`config.mk`:
```
export PLATFORM = sky130hd
export DESIGN_NAME = uart_tx_frame
export DESIGN_NICKNAME = d
export VERILOG_FILES = /design/src/rtl/uart_tx_frame.sv
export SDC_FILE = /design/constraint.sdc
export NUM_CORES = 1
export LEC_CHECK = 0
export ABC_AREA = 0
export CAP_MARGIN = 5
export CORE_AREA = 2 2 94 96
export CTS_CLUSTER_SIZE = 28
export DETAILED_ROUTE_END_ITERATION = 7
export DIE_AREA = 0 0 96 98
export HOLD_SLACK_MARGIN = 0.08
export PLACE_DENSITY = 0.45
export RECOVER_POWER = 25
export SETUP_SLACK_MARGIN = 0.3
export SKIP_LAST_GASP = 1
export SLEW_MARGIN = 15
export SYNTH_ARGS = -nofsm -noshare
export SYNTH_HDL_FRONTEND = slang
export SYNTH_SLANG_ARGS = --single-unit
```
`constraint.sdc`:
```
create_clock -name CLK -period 1.5 [get_ports CLK]
set_input_delay 0.15 -clock CLK [delete_from_list [all_inputs] [get_ports CLK]]
set_output_delay 0.15 -clock CLK [all_outputs]
set_load 0.01 [all_outputs]
```
`src/rtl/uart_tx_frame.sv`:
```
// uart_tx_frame: UART transmitter, one word per frame.
// Frame = start bit, DATA_WIDTH data bits LSB first, optional parity,
// one or two stop bits. Each bit lasts PRESCALE+1 clocks.
// Optional feature macro: UART_TX_HOLD_EN adds a one-word holding register
// so a word offered during a frame is sent back-to-back after it.
//
// Handshake: a word is accepted on a rising edge where DATA_VALID=1 and
// READY=1. READY may be low; DATA_VALID while READY=0 is dropped and not
// remembered. P_DATA and the config inputs are only sampled at accept.
`timescale 1ns/1ps
module uart_tx_frame #(
  parameter int DATA_WIDTH     = 8,
  parameter int PRESCALE_WIDTH = 8
) (
  input  logic                      CLK,
  input  logic                      RST,
  input  logic [DATA_WIDTH-1:0]     P_DATA,
  input  logic                      DATA_VALID,
  input  logic                      PAR_EN,
  input  logic                      PAR_TYP,
  input  logic                      STOP2,
  input  logic [PRESCALE_WIDTH-1:0] PRESCALE,
  output logic                      TX_OUT,
  output logic                      BUSY,
  output logic                      READY,
  output logic [2:0]                DBG_STATE
);

  localparam int                IDX_W    = $clog2(DATA_WIDTH);
  localparam logic [IDX_W-1:0]  LAST_IDX = IDX_W'(DATA_WIDTH - 1);

  typedef enum logic [2:0] {
    S_IDLE   = 3'd0,
    S_START  = 3'd1,
    S_DATA   = 3'd2,
    S_PARITY = 3'd3,
    S_STOP1  = 3'd4,
    S_STOP2  = 3'd5
  } state_t;

  state_t                    state_q;
  logic [PRESCALE_WIDTH-1:0] cnt_q;
  logic [PRESCALE_WIDTH-1:0] pre_q;
  logic [IDX_W-1:0]          bit_idx_q;
  logic [DATA_WIDTH-1:0]     shreg_q;
  logic                      par_bit_q;
  logic                      par_en_q;
  logic                      stop2_q;
  logic                      tx_q;
  logic                      busy_q;

  logic                      bit_end;
  logic                      frame_end;
  logic                      slot_free;
  logic                      accept;
  logic                      load_go;
  logic [DATA_WIDTH-1:0]     load_data;
  logic                      load_par_en;
  logic                      load_par_typ;
  logic                      load_stop2;
  logic [PRESCALE_WIDTH-1:0] load_pre;
  logic                      load_par_bit;

  // Bit timing and "shifter may take a new word" decode.
  always_comb begin
    bit_end   = (cnt_q == pre_q);
    frame_end = bit_end && (((state_q == S_STOP1) && !stop2_q) ||
                            (state_q == S_STOP2));
    slot_free = (state_q == S_IDLE) || frame_end;
  end

`ifdef UART_TX_HOLD_EN
  logic                      hold_valid_q;
  logic [DATA_WIDTH-1:0]     hold_data_q;
  logic                      hold_par_en_q;
  logic                      hold_par_typ_q;
  logic                      hold_stop2_q;
  logic [PRESCALE_WIDTH-1:0] hold_pre_q;
  logic                      hold_fill;

  // Source selection: a held word always goes before a fresh one.
  always_comb begin
    READY        = !hold_valid_q;
    accept       = DATA_VALID && READY;
    load_go      = slot_free && (hold_valid_q || accept);
    hold_fill    = accept && !slot_free;
    load_data    = hold_valid_q ? hold_data_q    : P_DATA;
    load_par_en  = hold_valid_q ? hold_par_en_q  : PAR_EN;
    load_par_typ = hold_valid_q ? hold_par_typ_q : PAR_TYP;
    load_stop2   = hold_valid_q ? hold_stop2_q   : STOP2;
    load_pre     = hold_valid_q ? hold_pre_q     : PRESCALE;
    load_par_bit = (^load_data) ^ load_par_typ;
  end

  // Holding register: filled by an accept mid-frame, drained at frame end.
  always_ff @(posedge CLK) begin
    if (RST) begin
      hold_valid_q <= 1'b0;
    end else if (hold_fill) begin
      hold_valid_q   <= 1'b1;
      hold_data_q    <= P_DATA;
      hold_par_en_q  <= PAR_EN;
      hold_par_typ_q <= PAR_TYP;
      hold_stop2_q   <= STOP2;
      hold_pre_q     <= PRESCALE;
    end else if (slot_free && hold_valid_q) begin
      hold_valid_q <= 1'b0;
    end
  end
`else
  // Without a hold register the shifter takes the word directly.
  always_comb begin
    READY        = slot_free;
    accept       = DATA_VALID && READY;
    load_go      = accept;
    load_data    = P_DATA;
    load_par_en  = PAR_EN;
    load_par_typ = PAR_TYP;
    load_stop2   = STOP2;
    load_pre     = PRESCALE;
    load_par_bit = (^load_data) ^ load_par_typ;
  end
`endif

  // Frame FSM; TX_OUT and BUSY are registered from the next state.
  always_ff @(posedge CLK) begin
    if (RST) begin
      state_q   <= S_IDLE;
      cnt_q     <= '0;
      pre_q     <= '0;
      bit_idx_q <= '0;
      shreg_q   <= '0;
      par_bit_q <= 1'b0;
      par_en_q  <= 1'b0;
      stop2_q   <= 1'b0;
      tx_q      <= 1'b1;
      busy_q    <= 1'b0;
    end else if (slot_free) begin
      if (load_go) begin
        state_q   <= S_START;
        cnt_q     <= '0;
        pre_q     <= load_pre;
        bit_idx_q <= '0;
        shreg_q   <= load_data;
        par_bit_q <= load_par_bit;
        par_en_q  <= load_par_en;
        stop2_q   <= load_stop2;
        tx_q      <= 1'b0;
        busy_q    <= 1'b1;
      end else if (frame_end) begin
        state_q <= S_IDLE;
        cnt_q   <= '0;
        tx_q    <= 1'b1;
        busy_q  <= 1'b0;
      end
    end else if (bit_end) begin
      cnt_q <= '0;
      case (state_q)
        S_START: begin
          state_q   <= S_DATA;
          bit_idx_q <= '0;
          tx_q      <= shreg_q[0];
        end
        S_DATA: begin
          if (bit_idx_q == LAST_IDX) begin
            state_q <= par_en_q ? S_PARITY : S_STOP1;
            tx_q    <= par_en_q ? par_bit_q : 1'b1;
          end else begin
            shreg_q   <= shreg_q >> 1;
            bit_idx_q <= bit_idx_q + IDX_W'(1);
            tx_q      <= shreg_q[1];
          end
        end
        S_PARITY: begin
          state_q <= S_STOP1;
          tx_q    <= 1'b1;
        end
        S_STOP1: begin
          // Only reached with two stop bits; one-stop end is frame_end.
          state_q <= S_STOP2;
          tx_q    <= 1'b1;
        end
        default: begin
          state_q <= S_IDLE;
          tx_q    <= 1'b1;
          busy_q  <= 1'b0;
        end
      endcase
    end else begin
      cnt_q <= cnt_q + PRESCALE_WIDTH'(1);
    end
  end

  assign TX_OUT    = tx_q;
  assign BUSY      = busy_q;
  assign DBG_STATE = state_q;

endmodule

```
Word level (Yosys, flattened, before mapping)
Index checks and enable logic that the tools add are counted.
{ "totals": {"input_bits": 22, "output_inout_bits": 6, "wordCells": 77, "regBits": 35} }
{ "op_classes": {"addsub": 2, "n_reduce_logical": 18, "bitwise_logic": 1, "n_eq_ne": 13, "mux": 33} }
{ "op_table": {"columns": ["op", "count"], "rows": [
  ["8-bit two-way mux", 9],
  ["3-bit two-way mux", 10],
  ["3-bit one-hot mux with 4 select lines", 1],
  ["1-bit two-way mux", 11],
  ["3-bit equality test, second input constant", 3],
  ["8-bit by 1-bit adder with 8-bit output, second input constant", 1],
  ["8-bit equality test", 1],
  ["4-bit AND reduction", 2],
  ["8-bit XOR reduction", 1],
  ["3-bit by 2-bit equality test with 1-bit output, second input constant", 2],
  ["3-bit inequality test, second input constant", 2],
  ["3-bit one-hot mux with 2 select lines", 1],
  ["3-bit AND reduction", 2],
  ["2-bit by 1-bit inequality test with 1-bit output, second input constant", 2],
  ["2-bit AND reduction", 2],
  ["2-bit nonzero test", 2],
  ["4-bit OR reduction", 1],
  ["3-bit by 1-bit adder with 3-bit output, second input constant", 1],
  ["3-bit by 1-bit equality test with 1-bit output, second input constant", 1],
  ["1-bit logical AND", 3],
  ["3-bit logical NOT", 1],
  ["3-bit by 2-bit inequality test with 1-bit output, second input constant", 1],
  ["3-bit nonzero test", 1],
  ["1-bit logical OR", 2],
  ["other kinds (4)", 4]
]} }

Longest topological paths before layout
{ "depth": {"word_depth": 8, "mapped_depth": 8, "mapped_depth_nobuf": 7} }

Worst setup path before layout
No wires, ideal clock.
{ "synth_path": {"path_kind": "register -> register", "start": "register state_q[0] (netlist: DBG_STATE[0])", "end": "register par_bit_q", "path_stages_with_launch": 9, "setup_slack_ns": -0.174, "arrival_time_ns": 1.546, "synth_period_minus_slack_ns": 1.674, "required_time_ns": 1.372, "setup_time_ns": 0.128, "n_path_buf": 3, "cell_sequence": "dfxtp_1 > buf_2 > or3_1 > buf_2 > nor2_2 > a31o_4 > buf_6 > mux2i_1 > nor2_1"} }
{ "synth_via": {"elab_chain_len": 7, "word_cells_on_any_way": 9, "classes_between": "eq/ne: 2; reduce/logical: 7"} }
{ "synth_lines": {"columns": ["item", "line_no", "text"], "rows": [
  ["start: declaration", "41", "state_t state_q;"],
  ["start signal: assignment", "166", "state_q <= par_en_q ? S_PARITY : S_STOP1;"],
  ["3-bit equality test", "67", "frame_end = bit_end && (((state_q == S_STOP1) && !stop2_q) ||"],
  ["1-bit logical AND", "67", null],
  ["1-bit logical OR", "67", null],
  ["1-bit logical AND", "67", null],
  ["1-bit logical OR (*)", "69", "slot_free = (state_q == S_IDLE) || frame_end;"],
  ["1-bit logical AND", "114", "accept = DATA_VALID && READY;"],
  ["2-bit AND reduction (no source line) (*)", null, null],
  ["end signal: assignment", "145", "par_bit_q <= load_par_bit;"],
  ["end: declaration", "46", "logic par_bit_q;"]
]} }
Mark *: on every way between the ends. The rest lies on a longest branch, timed or not.
A chain may end at the register's enable or synchronous reset.

Worst setup path after layout
{ "layout_path": {"start": "register state_q[2] (netlist: DBG_STATE[2])", "end": "register shreg_q[7]"} }
{ "layout_via": {"elab_chain_len": 8, "word_cells_on_any_way": 15, "classes_between": "eq/ne: 5; mux: 1; reduce/logical: 9"} }
{ "layout_lines": {"columns": ["item", "line_no", "text"], "rows": [
  ["3-bit equality test", "67", null],
  ["1-bit logical AND", "67", null],
  ["1-bit logical OR", "67", null],
  ["1-bit logical AND", "67", null],
  ["1-bit logical OR", "69", null],
  ["1-bit logical AND", "114", null],
  ["2-bit by 1-bit inequality test with 1-bit output (no source line)", null, null],
  ["4-bit AND reduction (no source line)", null, null],
  ["end signal: assignment", "144", "shreg_q <= load_data;"],
  ["end signal: assignment", "169", "shreg_q <= shreg_q >> 1;"],
  ["end: declaration", "45", "logic [DATA_WIDTH-1:0] shreg_q;"]
]} }
Parallel ways exist; a longest one is shown, timed or not.

==> flow_metrics.py <==
metrics = {
    "detailed_routing": {
        "routed_wl_um": 6350,
        "vias_per_cell": 4.70,
        "ant_nets": 0,
        "first_pass_iters": 4,
        "vias": 2082,
        "drc_errors": 0,
        "drt_iter0_drc": 79,
        "wl_per_cell_um": 14.3,
    },
    "critical_path": {
        "rr_startpoint": "DBG_STATE[2]",
        "required_ps": 1720,
        "path_depth": 6,
        "startpoint": "DBG_STATE[2]",
        "crit_chain": "nor2b_2 > buf_4 > and3_1 > a31o_4 > or3b_1 > a21oi_1",
        "reg2reg_slack_ps": -130,
        "worst-setup-path-type": "reg2reg",
        "cp-start-kind": "register",
        "crit_arrival_ps": 1850,
        "crit_path_max_incr_delay_ps": 360,
        "crit_family": "simple AND/OR/NAND/NOR gates",
        "cp_max_fo": 6,
        "cp.buffers_inverters": 1,
        "cp-end-kind": "register",
        "reg2reg_depth": 6,
        "critPathSlowestCell": "or3b_1",
    },
    "placement": {
        "dp_cells": 425,
        "gp_congestion": 0.778,
        "placed_area_um2": 2970,
        "port_buffers": 27,
        "dpl.hpwl_um": 4670,
    },
    "clock_network": {
        "cts_buffer_depth": 2,
        "clock-sinks": 35,
        "clkTransAtPathRegs_ps": 70,
        "clk_latency_ps": 280,
        "root_buffer": "clkbuf_8",
        "cts_tree": "yes",
        "h-tree-depth": 2,
        "cts_inserted_buffers": 5,
    },
    "power": {
        "pwr_density_cell_nw_per_um2": 1710,
        "max-vdd-ir-drop_mv": 0.584,
        "p_leak_nw": 1.31,
        "p_total_mw": 5.83,
    },
    "synthesis": {
        "synth_cell_types": 45,
        "synth-edff-count": 0,
        "synth_nets": 264,
        "ys_async_sr_fraction_pct": 0,
        "syn-cell-area_um2": 2030,
        "netlist_instances": 239,
        "ys_ff_latch": 35,
        "synth_flop_cell": "dfxtp_1",
        "synthesis.yosys.warnings": 0,
        "synth_seq_area_share_pct": 34.4,
        "avgSynthCellArea_um2": 8.51,
    },
    "global_route": {
        "grt_use_met1_pct": 18.0,
        "grt_overflow": 0,
        "antenna_found_initial": 0,
        "grt_max_degree": 11,
        "use_met2_pct": 23.6,
        "grt_pass1_wl_um": 10300,
        "grt-busiest-layer": "met2",
        "use_met3_pct": 2.55,
        "grt_pass1_vias": 2167,
        "grt_usage_pct": 14.0,
    },
    "timing": {
        "period_needed_ps": 1630,
        "slew_headroom_pct": 80.3,
        "fin_tns_setup_ps": -2330,
        "worstMarginPinSlew_ps": 296,
        "setup_ws_ps": -133,
        "clock.fmax_mhz": 612,
        "hold_viol": 0,
        "skew_ps": 3.60,
        "finalSetupViolations": 30,
        "slew_viol_final": 0,
        "fin_crit_sh_pct": 109,
        "rsz0062_at_grt": "true",
    },
    "job": {
        "maxCapViolCount": 0,
    },
    "finish": {
        "final_cells": 443,
        "drive_gt1_share_pct": 46.6,
        "final_area_um2": 3400,
        "diodes": 0,
        "area_growth_pct": 67.0,
        "nets": 361,
    },
    "die": {
        "die_area_um2": 9410,
        "initial_utilization_pct": 24.0,
        "num_io_pins": 28,
        "fp-row-count": 34,
        "die_x_um": 96,
        "die_y_um": 98,
        "coreArea_um2": 8470,
    },
    "min_path": {
        "hold_class": "in2reg",
        "hold_depth": 3,
        "worstHoldStart": "PRESCALE[4]",
    },
    "outcome": {
        "failed_checks": "setup timing",
        "status": "finished, violations left",
    },
}
-- layout by cell type (no fill, tap or decap), types with 3 or more instances in the layout --
| cell | instances |
|---|---|
| a21oi_1 | 19 |
| a21oi_2 | 3 |
| a22o_1 | 9 |
| buf_4 | 65 |
| buf_6 | 13 |
| clkbuf_8 | 5 |
| clkdlybuf4s50_1 | 21 |
| dfxtp_1 | 17 |
| dfxtp_2 | 17 |
| dlygate4sd2_1 | 3 |
| inv_1 | 5 |
| mux2i_1 | 12 |
| nand2_1 | 14 |
| nand3_1 | 9 |
| nor2_1 | 20 |
| nor2b_2 | 3 |
| nor3_1 | 12 |
| o21ai_0 | 4 |
| o31ai_2 | 4 |
| xnor2_1 | 8 |
| xnor2_2 | 8 |
| xor2_1 | 4 |
-- layout make-up --
class,count,area [um2]
Tap cell,108,135
Multi-Input combinational cell,182,1530
Sequential cell,35,726
Timing Repair Buffer,106,911
Clock buffer,6,72.6
Fill cell,850,5070
Inverter,6,22.5
-- Yosys cell counts, types with 2 or more instances --
cell type | number | area (um2)
buf_2 | 7 | 35.0
a31oi_1 | 2 | 12.5
xnor2_1 | 16 | 140
nor3_1 | 15 | 75.1
nand4_2 | 2 | 25.0
and3_1 | 2 | 12.5
nand2b_1 | 2 | 12.5
nand3_1 | 11 | 55.1
nor2b_1 | 4 | 25.0
clkbuf_1 | 5 | 18.8
o31ai_1 | 7 | 52.6
a21oi_1 | 23 | 115
nand3b_1 | 2 | 15.0
inv_1 | 6 | 22.5
ha_1 | 3 | 37.5
nor2_1 | 21 | 78.8
o21ai_0 | 6 | 30.0
mux2i_1 | 12 | 120
o32ai_1 | 2 | 17.5
a22o_1 | 9 | 78.8
dfxtp_1 | 35 | 701
nand2_1 | 16 | 60.1
buf_4 | 2 | 15.0
a22oi_1 | 2 | 15.0
buf_6 | 2 | 22.5
xor2_1 | 4 | 35.0
a211oi_1 | 3 | 22.5
-- worst register-to-register path, stage by stage (launching register included) --
cell	delay [ps]
dfxtp_2	340
nor2b_2	160
buf_4	150
and3_1	180
a31o_4	260
or3b_1	360
a21oi_1	120
-- registers in the layout, summed over array words and instances, names as in the netlist --
register	cells
par_bit_q	1
cnt_q	8
pre_q	8
stop2_q	1
DBG_STATE	3
bit_idx_q	3
BUSY	1
shreg_q	8
TX_OUT	1
par_en_q	1
-- cells by family (layout without fill, tap and decap cells) --
kind of cell               after synthesis  after routing  synth area share (%)
and+or+nand+nor                         82             82                  20.8
xor gates and xnor gates                21             21                  9.72
muxes                                   13             13                  6.46
DFF                                     35             35                  34.4
AOI/OAI and AO/OA                       63             63                  21.2
adders and majority gates                3              3                  1.85
buffers and inverters                   22            118                  5.60
-- timing repair --
action / CTS / global route
buffers inserted: 8 / 4
setup endpoints to repair: 41 / 38
resized for setup: 44 / 30
hold buffers: 0 / 0
pin swaps: 14 / 28
-- metrics by stage --
stage | hold slack, ps | utilization, % | setup slack, ps
detailed placement | 471 | 35.1 | -313
floorplan | 286 | - | -108
finish | 473 | 40.1 | -133
CTS | 469 | 38.3 | -131
global placement | 469 | 35.1 | -302
global route | 491 | 40.1 | -192
-- metal layers --
metal	vias to the layer above	wire [um]
met2	35	3070
met1	984	2970
met5	-	0
li1	1054	-
met4	0	80
met3	9	221
-- final timing paths --
path	to
worst max-delay path	shreg_q[7]
worst min-delay path	pre_q[4]
worst min register to register	TX_OUT
worst max register to register	shreg_q[7]
-- report_power, final --
group | switching (mW) | leakage, nW | internal (mW)
combinational | 1.86 | 0.979 | 1.97
sequential | 0.198 | 0.295 | 1.16
clock | 0.328 | 0.0371 | 0.310
total | 2.38 | 1.31 | 3.44
No activity file was read; power rests on OpenSTA's default activity.
